### config.mk
export PLATFORM = sky130hd
export DESIGN_NAME = gate_reduce_acc
export DESIGN_NICKNAME = d
export VERILOG_FILES = /design/src/rtl/gate_reduce_acc.sv
export SDC_FILE = /design/constraint.sdc
export NUM_CORES = 1
export LEC_CHECK = 0
export BUFFER_PORTS_ARGS = -buffer_cell sky130_fd_sc_hd__clkbuf_2
export CAP_MARGIN = 20
export CORE_MARGIN = 2
export CORE_UTILIZATION = 47
export CTS_CLUSTER_DIAMETER = 200
export DETAILED_ROUTE_END_ITERATION = 10
export PLACE_DENSITY_LB_ADDON = 0.05
export SLEW_MARGIN = 20
export SYNTH_ARGS = -nofsm -noshare
export SYNTH_HDL_FRONTEND = slang
export SYNTH_SLANG_ARGS = --single-unit
### constraint.sdc
create_clock -name clk -period 6.2 [get_ports clk]
set_clock_uncertainty 0.1 [all_clocks]
set_input_delay 0.31 -clock clk [delete_from_list [all_inputs] [get_ports clk]]
set_output_delay 0.31 -clock clk [all_outputs]
set_load 0.02 [all_outputs]
### src/rtl/gate_reduce_acc.sv
// Registered multi-input gate (AND/OR/XOR and inverted forms) that reduces each
// accepted word to one bit and accumulates the result across a DEPTH-word frame.
module gate_reduce_acc #(
  parameter int WIDTH = 5,
  parameter int DEPTH = 4,
  localparam int CW = (DEPTH > 1) ? $clog2(DEPTH) : 1
) (
  input  logic             clk,
  input  logic             rst_n,
  input  logic             in_valid,
  input  logic [WIDTH-1:0] in_data,
  input  logic [2:0]       mode,
  input  logic             clear,
  output logic             word_valid,
  output logic             word_out,
  output logic             frame_valid,
  output logic             frame_out,
  output logic [CW-1:0]    word_idx,
  output logic             mode_err
);

  typedef enum logic {IDLE = 1'b0, ACC = 1'b1} state_t;
  typedef enum logic [1:0] {OP_AND = 2'd0, OP_OR = 2'd1, OP_XOR = 2'd2} op_t;

  localparam logic [CW-1:0] LAST_IDX = CW'(DEPTH - 1);

  function automatic logic reduce_word(input logic [WIDTH-1:0] d, input op_t op);
    case (op)
      OP_OR:   reduce_word = |d;
      OP_XOR:  reduce_word = ^d;
      default: reduce_word = &d;
    endcase
  endfunction

  function automatic logic combine(input logic a, input logic b, input op_t op);
    case (op)
      OP_OR:   combine = a | b;
      OP_XOR:  combine = a ^ b;
      default: combine = a & b;
    endcase
  endfunction

  state_t          state, state_n;
  logic [CW-1:0]   cnt, cnt_n;
  logic            acc, acc_n;
  op_t             op_q, op_n;
  logic            inv_q, inv_n;
  logic            word_valid_n, word_out_n, frame_valid_n, frame_out_n, mode_err_n;
  logic [CW-1:0]   word_idx_n;

  // Decoded view of the live mode input; reserved codes fall back to plain AND.
  op_t             dec_op;
  logic            dec_inv, dec_err;
  logic            start;
  op_t             cur_op;
  logic            cur_inv, red, acc_base;
  logic [CW-1:0]   cur_idx;

  always_comb begin
    dec_op  = OP_AND;
    dec_inv = 1'b0;
    dec_err = 1'b0;
    case (mode)
      3'd0: dec_op = OP_AND;
      3'd1: dec_op = OP_OR;
      3'd2: dec_op = OP_XOR;
      3'd3: begin dec_op = OP_AND; dec_inv = 1'b1; end
      3'd4: begin dec_op = OP_OR;  dec_inv = 1'b1; end
      3'd5: begin dec_op = OP_XOR; dec_inv = 1'b1; end
      default: dec_err = 1'b1;
    endcase
  end

  // A word starts a new frame from IDLE, or when clear arrives alongside it.
  always_comb begin
    start    = in_valid && (state == IDLE || clear);
    cur_op   = start ? dec_op  : op_q;
    cur_inv  = start ? dec_inv : inv_q;
    cur_idx  = start ? '0 : cnt;
    red      = reduce_word(in_data, cur_op);
    acc_base = start ? red : combine(acc, red, cur_op);
  end

  always_comb begin
    state_n       = state;
    cnt_n         = cnt;
    acc_n         = acc;
    op_n          = op_q;
    inv_n         = inv_q;
    word_valid_n  = 1'b0;
    word_out_n    = word_out;
    word_idx_n    = word_idx;
    frame_valid_n = 1'b0;
    frame_out_n   = frame_out;
    mode_err_n    = mode_err;

    if (in_valid) begin
      if (start) begin
        op_n       = dec_op;
        inv_n      = dec_inv;
        mode_err_n = mode_err | dec_err;
      end
      word_valid_n = 1'b1;
      word_out_n   = cur_inv ^ red;
      word_idx_n   = cur_idx;
      if (cur_idx == LAST_IDX) begin
        frame_valid_n = 1'b1;
        frame_out_n   = cur_inv ^ acc_base;
        state_n       = IDLE;
        cnt_n         = '0;
        acc_n         = 1'b0;
      end else begin
        state_n = ACC;
        cnt_n   = cur_idx + 1'b1;
        acc_n   = acc_base;
      end
    end else if (clear) begin
      state_n = IDLE;
      cnt_n   = '0;
      acc_n   = 1'b0;
    end
  end

  always_ff @(posedge clk) begin
    if (!rst_n) begin
      state       <= IDLE;
      cnt         <= '0;
      acc         <= 1'b0;
      op_q        <= OP_AND;
      inv_q       <= 1'b0;
      word_valid  <= 1'b0;
      word_out    <= 1'b0;
      word_idx    <= '0;
      frame_valid <= 1'b0;
      frame_out   <= 1'b0;
      mode_err    <= 1'b0;
    end else begin
      state       <= state_n;
      cnt         <= cnt_n;
      acc         <= acc_n;
      op_q        <= op_n;
      inv_q       <= inv_n;
      word_valid  <= word_valid_n;
      word_out    <= word_out_n;
      word_idx    <= word_idx_n;
      frame_valid <= frame_valid_n;
      frame_out   <= frame_out_n;
      mode_err    <= mode_err_n;
    end
  end

endmodule

==> flow_metrics.py, run 1 <==
metrics = {
    "synthesis": {
        "synth_seq_area_share_pct": 32.4,
        "synth_edf_count": 0,
        "syn_inst": 91,
        "async_flop_share_pct": 0,
        "synth_seq_cells": 14,
        "synthFlopType": "dfxtp_1",
        "synth.distinct_cells": 35,
        "synth.avg_cell_area_um2": 9.51,
        "synth_warnings": 0,
        "synth_fp_nets": 112,
        "synth_area_um2": 866,
    },
    "power": {
        "power.internal_mw": 0.142,
        "p_per_area_nw_per_um2": 204,
        "leakage_nw": 0.487,
        "p_seq_share_pct": 48.0,
        "sw_frac_of_total_pct": 29.2,
        "power_switching_mw": 0.0586,
        "p_clk_share_pct": 25.1,
        "vdd_drop_max_mv": 0.114,
        "combPwrFrac_pct": 26.9,
    },
    "timing": {
        "fmax_mhz": 325,
        "slew_headroom_pct": 80.5,
        "slew_violations": 0,
        "finalSetupTns_ns": 0,
        "worst_slew_pin_slew_ns": 0.293,
        "finalHoldViolCount": 0,
        "fin_crit_ns": 3.08,
        "setup_viol": 0,
        "rsz0062_at_grt": "no",
        "finalCritPeriodShare_pct": 49.6,
    },
    "floorplanning": {
        "initial_core_util_pct": 50.1,
        "die_h_um": 46.9,
        "rows": 15,
        "die_area_um2": 2200,
        "die_w_um": 46.9,
        "io_pins": 19,
        "core_area_um2": 1730,
    },
    "run_status": {
        "status": "finished, final reports clean",
    },
    "place": {
        "placed_cell_area_um2": 961,
        "gp_congestion": 0.736,
        "hpwlAfterDp_um": 1070,
        "port_buffers": 18,
    },
    "global_routing": {
        "grt_pass1_vias": 546,
        "overflow": 0,
        "use_met2_pct": 22.2,
        "use_met1_pct": 20.8,
        "grt_max_degree": 18,
        "gr-usage-met3_pct": 6.15,
        "grt-busiest-layer": "met2",
        "grt_use_total_pct": 15.8,
        "grt_antenna_before_repair": 0,
        "grt_first_pass_wirelength_um": 2350,
    },
    "detailed_routing": {
        "remaining_drc_errors": 0,
        "drt_pass1_iterations": 4,
        "drtIter0Drc": 9,
        "drt-total-wl_um": 1390,
        "post_drt_wl_per_cell_um": 10.4,
        "via_per_inst": 4.87,
        "ant_nets": 0,
        "vias": 653,
    },
    "cts": {
        "cts_tree": "built",
        "cts_resized": 0,
        "cts_inserted_buffers": 3,
        "clk_pin_slew_ns": 0.08,
        "cts.path.max_buffers": 2,
        "post_cts_buffers": 0,
        "htree_levels": 1,
        "postCtsHoldBufs": 0,
        "cts.sinks": 14,
        "root_buffer": "clkbuf_4",
        "clkLatencyLatePin_ns": 0.27,
    },
    "critical_path": {
        "crit_required_ns": 6.27,
        "cp-end-kind": "register",
        "start_kind": "register",
        "r2r_slack_ns": 3.12,
        "path_class": "reg2reg",
        "r2r_end": "frame_out$_SDFFE_PN0P_",
        "rr_worst_depth": 14,
        "reg2reg_from": "state$_SDFFE_PN0P_",
        "cp.arrival_ns": 3.15,
        "critical_path.max_fanout": 5,
    },
    "final_layout": {
        "largestRegisters": "cnt (2), op_q (2), word_idx (2)",
        "drive_above_1_share_pct": 25.7,
        "diodes": 0,
        "nNetsFinal": 132,
        "fin_area_um2": 983,
        "fill_cells": 167,
        "syn_to_final_growth_pct": 13.6,
    },
    "hold_path": {
        "hp-start": "mode[1]",
        "hp-class": "in2reg",
        "hold_end": "mode_err$_SDFFE_PN0P_",
        "hold_depth": 3,
    },
    "job": {
        "drv_cap": 0,
    },
}
## worst max-delay path: stages (launching register included)
cell and delay (ns):
dfxtp_1 0.33, nand2b_4 0.08, and2_1 0.29, o211ai_1 0.13, o21ai_1 0.16, inv_1 0.07, ha_1 0.31, a221oi_2 0.27
nor2_2 0.10, inv_1 0.06, ha_1 0.22, a221oi_1 0.33, o32ai_2 0.14, xnor2_1 0.16, a32o_2 0.22
## final cells by class
| type | instances | area, um2 | area share, % |
|---|---|---|---|
| multi-input cells | 63 | 518 | 52.7 |
| flip-flops and latches | 14 | 280 | 28.5 |
| repair buffers | 18 | 90.1 | 9.16 |
| inverters | 11 | 41.3 | 4.20 |
| well taps | 25 | 31.3 | 3.18 |
| clock buffers | 3 | 22.5 | 2.29 |
## power groups by stage
stage	registers [mW]	clock network, mW	logic, mW
floorplan	0.100	0	0.0399
global placement	0.0984	0	0.0534
detailed placement	0.0985	0	0.0539
CTS	0.0964	0.0531	0.0546
global route	0.0970	0.0596	0.0605
finish	0.0964	0.0503	0.0538
## per-stage QoR
stage          hold slack [ns]  setup WS, ns  std cells  total power, mW  util, %
6_report                 0.278          3.12        134            0.201     57.0
5_1_grt                  0.298          2.89        134            0.217     57.0
4_1_cts                  0.268          3.09        134            0.204     57.0
3_5_place_dp             0.374          2.88        131            0.152     55.7
3_3_place_gp             0.364          2.88        131            0.152     55.7
2_1_floorplan            0.355          3.33         91            0.140        -
## logic make-up after synthesis
family,share of synthesized area (%)
AO/OA/AOI/OAI,15.2
XOR/XNOR,5.78
adder cells (fa/ha/maj),13.0
buffers and inverters,7.80
flip-flops,32.4
multiplexers,4.91
AND/OR/NAND/NOR,21.0
## worst max-delay path by stage
stage | from | endpoint | slack (ns) | cells past startpoint
global placement | in_valid | frame_out$_SDFFE_PN0P_ | 2.88 | 14
finish | state$_SDFFE_PN0P_ | frame_out$_SDFFE_PN0P_ | 3.12 | 14
floorplan | clear | frame_out$_SDFFE_PN0P_ | 3.33 | 14
detailed placement | in_valid | frame_out$_SDFFE_PN0P_ | 2.88 | 14
global route | state$_SDFFE_PN0P_ | frame_out$_SDFFE_PN0P_ | 2.89 | 14
CTS | state$_SDFFE_PN0P_ | frame_out$_SDFFE_PN0P_ | 3.09 | 14
## synth_stat cells, types with 2 or more instances
cell type	count	area, um2
a21boi_0	2	15.0
a21oi_1	3	15.0
and2_1	5	31.3
buf_6	2	22.5
dfxtp_1	14	280
ha_1	9	113
inv_1	11	41.3
mux2i_1	2	20.0
nand2_1	7	26.3
nand2b_1	2	12.5
nor2_1	3	11.3
nor2b_1	6	37.5
o211ai_1	2	15.0
xnor2_1	2	17.5
## per-layer routing
layer	part of all wire (%)	up-vias
met2	41	18
met1	52	281
met5	0	-
met3	5.2	5
met4	2.1	0
li1	-	349
## cell usage in the layout, fill, tap and decap left out, drive strengths merged
cell | synthesis | routed
xnor2 | 2 | 2
inv | 11 | 11
a31o | 1 | 1
o211a | 1 | 1
xor3 | 1 | 1
and3 | 2 | 2
o32ai | 1 | 1
nor2b | 6 | 6
nand2b | 3 | 3
dfxtp | 14 | 14
a31oi | 1 | 1
a32o | 1 | 1
ha | 9 | 9
a21oi | 3 | 3
nand3b | 1 | 1
o211ai | 2 | 2
nor3b | 1 | 1
and2 | 5 | 5
clkbuf | 1 | 21
mux2i | 3 | 3
a21boi | 2 | 2
nor4b | 1 | 1
nand2 | 7 | 7
a221oi | 2 | 2
nor3 | 1 | 1
nor2 | 4 | 4
o21ai | 2 | 2
xor2 | 1 | 1
Note: power is estimated with default switching activity, not from simulation.
==> run 2: changes to the inputs <==
Clock period 6.2 ns to 2.93 ns, I/O delays scaled along.
==> flow_metrics.py, run 2 (synthesis gave the netlist of run 1 again) <==
metrics = {
    "final_layout": {
        "drive_above_1_share_pct": 34.2,
        "diodes": 0,
        "nNetsFinal": 136,
        "syn_to_final_growth_pct": 21.4,
        "largestRegisters": "cnt (2), op_q (2), word_idx (2)",
        "fill_cells": 166,
        "layout_common_cells": "18 x clkbuf_2, 14 x dfxtp_1, 11 x inv_1",
        "final_common_cell": "clkbuf_2",
        "utilization_pct": 60.9,
    },
    "timing": {
        "hold_slack_ns": 0.121,
        "finalSetupTns_ns": 0,
        "worst_slew_pin_slew_ns": 0.296,
        "fmax_mhz": 362,
        "slew_violations": 0,
        "slew_headroom_pct": 80.0,
        "setup_viol": 0,
        "finalHoldViolCount": 0,
        "fin_crit_ns": 2.76,
        "finalCritPeriodShare_pct": 94.3,
    },
    "floorplanning": {
        "initial_core_util_pct": 50.1,
        "die_area_um2": 2200,
        "io_pins": 19,
        "rows": 15,
        "core_area_um2": 1730,
        "die_w_um": 46.9,
        "die_h_um": 46.9,
    },
    "critical_path": {
        "rr_worst_depth": 15,
        "critical_path.max_fanout": 4,
        "crit_required_ns": 3.01,
        "reg2reg_from": "state$_SDFFE_PN0P_",
        "cp.arrival_ns": 2.84,
        "start_kind": "register",
        "crit_start": "state$_SDFFE_PN0P_",
        "r2r_slack_ns": 0.17,
        "cp-end-kind": "register",
        "r2r_end": "frame_out$_SDFFE_PN0P_",
        "path_class": "reg2reg",
    },
    "detailed_routing": {
        "drtIter0Drc": 9,
        "drt-total-wl_um": 1480,
        "remaining_drc_errors": 0,
        "post_drt_wl_per_cell_um": 10.7,
        "drt_pass1_iterations": 4,
        "ant_nets": 0,
        "vias": 668,
        "via_per_inst": 4.81,
    },
    "cts": {
        "cts.sinks": 14,
        "clk_pin_slew_ns": 0.09,
        "root_buffer": "clkbuf_4",
        "cts_inserted_buffers": 3,
        "cts_tree": "built",
        "clkLatencyLatePin_ns": 0.28,
        "cts.path.max_buffers": 2,
        "htree_levels": 1,
        "postCtsHoldBufs": 0,
    },
    "hold_path": {
        "hp-class": "in2reg",
        "hold_depth": 3,
        "hp-start": "mode[1]",
        "hold_end": "mode_err$_SDFFE_PN0P_",
    },
    "job": {
        "drv_cap": 0,
    },
    "place": {
        "port_buffers": 18,
        "hpwlAfterDp_um": 1170,
        "gp_congestion": 0.824,
    },
    "power": {
        "leakage_nw": 0.522,
        "vdd_drop_max_mv": 0.206,
        "total_power_mw": 0.480,
        "p_per_area_nw_per_um2": 456,
    },
    "global_routing": {
        "grt_max_degree": 15,
        "grt_pass1_vias": 591,
        "grt_use_total_pct": 16.5,
        "grt_first_pass_wirelength_um": 2490,
        "grt_antenna_before_repair": 0,
        "overflow": 0,
    },
    "run_status": {
        "status": "finished, final reports clean",
    },
}
## run 2: how the worst max path moves through the flow
stage | cells after the start | end | slack (ns)
3_5_place_dp | 16 | frame_out$_SDFFE_PN0P_ | -0.07
2_1_floorplan | 14 | frame_out$_SDFFE_PN0P_ | 0.10
4_1_cts | 14 | frame_out$_SDFFE_PN0P_ | 0.02
5_1_grt | 15 | frame_out$_SDFFE_PN0P_ | -0.02
3_3_place_gp | 15 | frame_out$_SDFFE_PN0P_ | 0.02
6_report | 15 | frame_out$_SDFFE_PN0P_ | 0.17
## run 2: final cells by class
| class | instances | area [um2] | share of cell area, % |
|---|---|---|---|
| Timing Repair Buffer | 22 | 120 | 11.4 |
| Clock buffer | 4 | 36.3 | 3.45 |
| Tap cell | 25 | 31.3 | 2.98 |
| Sequential cell | 14 | 280 | 26.7 |
| Multi-Input combinational cell | 63 | 542 | 51.5 |
| Inverter | 11 | 41.3 | 3.93 |
## run 2: routing by layer
metal / share of wire, % / wire (um) / global-route usage, % / up-vias
met3: 5.5 / 82 / 6.92 / 0
met1: 50 / 738 / 21.2 / 290
met2: 45 / 661 / 24.7 / 21
met5: 0 / 0 / 0 / -
met4: 0 / 0 / 6.67 / 0
li1: - / - / - / 357
## run 2: repair_timing
item | 4_1_cts | 5_1_grt
setup endpoints to repair | 1 | 2
pin swaps | 0 | 3
gates resized for setup | 2 | 4
buffers inserted | 0 | 1
## run 2: critical path, stage by stage (launching register included)
cell	delay, ns
dfxtp_1	0.33
nand2b_4	0.08
and2_4	0.17
o211ai_1	0.10
o21ai_2	0.09
inv_1	0.06
ha_1	0.32
inv_1	0.11
nor2_1	0.06
nor2_2	0.11
inv_1	0.05
ha_1	0.28
a221oi_2	0.28
o32ai_2	0.14
xnor2_1	0.14
a32o_2	0.22
## run 2: where the power goes
part / switching (mW) / internal (mW)
sequential: 0.00436 / 0.200
combinational: 0.0682 / 0.0652
clock: 0.0664 / 0.0756
## run 2: stage by stage
| stage | instances | cell area [um2] | setup slack, ns |
|---|---|---|---|
| final | 139 | 1050 | 0.166 |
| after CTS | 138 | 1030 | 0.0195 |
| after global routing | 139 | 1050 | -0.0157 |
| after floorplan | 91 | 866 | 0.103 |
| after global placement | 134 | 983 | 0.0236 |
| after detailed placement | 134 | 983 | -0.0660 |
==> run 3: changes to the inputs <==
Settings changed: CORE_MARGIN 2 to 1.5.
==> flow_metrics.py, run 3 (synthesis gave the netlist of run 1 again) <==
metrics = {
    "cts": {
        "cts.sinks": 14,
        "root_buffer": "clkbuf_4",
        "clk_pin_slew_ns": 0.09,
        "cts_tree": "built",
        "cts_inserted_buffers": 3,
        "htree_levels": 1,
        "clkLatencyLatePin_ns": 0.29,
        "cts.path.max_buffers": 2,
    },
    "global_routing": {
        "use_met2_pct": 28.1,
        "grt_antenna_before_repair": 0,
        "grt_use_total_pct": 18.1,
        "use_met1_pct": 21.4,
        "grt_pass1_vias": 614,
        "gr-usage-met3_pct": 6.35,
        "overflow": 0,
        "grt_max_degree": 15,
        "grt-busiest-layer": "met2",
        "grt_first_pass_wirelength_um": 2610,
    },
    "power": {
        "total_power_mw": 0.506,
        "combPwrFrac_pct": 31.0,
        "power.internal_mw": 0.353,
        "p_per_area_nw_per_um2": 458,
        "vdd_drop_max_mv": 0.211,
        "p_clk_share_pct": 28.6,
        "leakage_nw": 0.529,
        "sw_frac_of_total_pct": 30.4,
        "power_switching_mw": 0.154,
        "p_seq_share_pct": 40.4,
    },
    "run_status": {
        "status": "finished, final reports clean",
    },
    "detailed_routing": {
        "vias": 714,
        "drtIter0Drc": 12,
        "drt_pass1_iterations": 4,
        "ant_nets": 0,
        "post_drt_wl_per_cell_um": 12.2,
        "via_per_inst": 5.06,
        "remaining_drc_errors": 0,
        "drt-total-wl_um": 1710,
    },
    "critical_path": {
        "crit_required_ns": 3.02,
        "path_class": "reg2reg",
        "critical_path.max_fanout": 4,
        "cp.arrival_ns": 2.92,
        "start_kind": "register",
        "cp-end-kind": "register",
    },
    "floorplanning": {
        "io_pins": 19,
        "initial_core_util_pct": 50.1,
        "die_h_um": 45.9,
        "rows": 15,
        "die_w_um": 45.9,
        "die_area_um2": 2110,
        "core_area_um2": 1730,
    },
    "place": {
        "port_buffers": 18,
        "dpl_worst_slack_ns": -0.0557,
        "dp.cells": 134,
        "hpwlAfterDp_um": 1190,
        "gp_congestion": 0.772,
        "placed_cell_area_um2": 983,
    },
    "final_layout": {
        "syn_to_final_growth_pct": 27.6,
        "multiInputGateArea_um2": 577,
        "fin_area_um2": 1100,
        "utilization_pct": 64.0,
        "drive_above_1_share_pct": 37.9,
        "diodes": 0,
        "nNetsFinal": 138,
        "instances_no_fill": 141,
        "largestRegisters": "cnt (2), op_q (2), word_idx (2)",
        "fill_cells": 165,
        "layout_common_cells": "18 x clkbuf_2, 13 x dfxtp_1, 10 x inv_1",
        "final_common_cell": "clkbuf_2",
        "seqCellArea_um2": 282,
    },
    "timing": {
        "fin_crit_ns": 2.84,
        "finalSetupTns_ns": 0,
        "setup_ws_ns": 0.0927,
        "slew_violations": 0,
        "worst_slew_pin_slew_ns": 0.255,
        "fmax_mhz": 352,
        "setup_viol": 0,
        "finalHoldViolCount": 0,
        "hold_slack_ns": 0.123,
        "finalCritPeriodShare_pct": 96.8,
        "slew_headroom_pct": 82.5,
    },
    "job": {
        "drv_cap": 0,
    },
    "hold_path": {
        "hp-class": "in2reg",
    },
}
==> run 3: cell count changes in the layout (fill, tap and decap cells not counted) <==
cell           before  now
ha_4                0    2
a221oi_2            2    1
and2_4              1    0
inv_2               0    1
ha_1                9    7
and2_2              0    1
inv_1              11   10
dfxtp_1            14   13
a221oi_4            0    1
dlygate4sd3_1       0    1
dfxtp_2             0    1
buf_4               4    5
==> run 3: what timing repair did <==
item,in CTS,in global routing
hold endpoints to repair,1,0
pin swaps,0,4
hold buffers,1,0
buffers inserted,0,2
setup endpoints to repair,1,2
cloned,0,0
resized for setup,1,10
==> run 3: worst paths after layout <==
check	to	slack (ns)	cells past startpoint	startpoint
max	frame_out$_SDFFE_PN0P_	0.09	13	state$_SDFFE_PN0P_
min reg2reg	word_idx[1]$_SDFFE_PN0P_	0.38	2	word_idx[1]$_SDFFE_PN0P_
max reg2reg	frame_out$_SDFFE_PN0P_	0.09	13	state$_SDFFE_PN0P_
min	mode_err$_SDFFE_PN0P_	0.12	3	mode[2]
==> run 3: metal layers <==
layer	vias to the layer above	part of all wire [%]
met5	-	0
met4	0	4.4
met3	9	4.8
met2	26	46
met1	323	44
li1	356	-
==> run 3: worst max-delay path, stage by stage (launching register included) <==
cell      delay, ns
dfxtp_2        0.35
nand2b_4       0.07
and2_2         0.23
o211ai_1       0.11
o21ai_2        0.11
ha_1           0.26
a221oi_4       0.31
nor2_2         0.08
inv_1          0.10
ha_4           0.21
a221oi_2       0.30
o32ai_2        0.16
xnor2_1        0.14
a32o_2         0.21
==> run 3: layout make-up <==
| type | instances | area share [%] |
|---|---|---|
| Tap cell | 25 | 2.83 |
| Multi-Input combinational cell | 63 | 52.2 |
| Inverter | 11 | 3.74 |
| Timing Repair Buffer | 24 | 12.5 |
| Clock buffer | 4 | 3.28 |
| Sequential cell | 14 | 25.5 |
==> run 3: power groups by stage <==
stage / registers [mW] / logic [mW] / clock network [mW]
after floorplan: 0.213 / 0.0845 / 0
after global placement: 0.208 / 0.119 / 0
after detailed placement: 0.209 / 0.123 / 0
after CTS: 0.204 / 0.129 / 0.148
after global routing: 0.206 / 0.172 / 0.161
final: 0.205 / 0.157 / 0.145
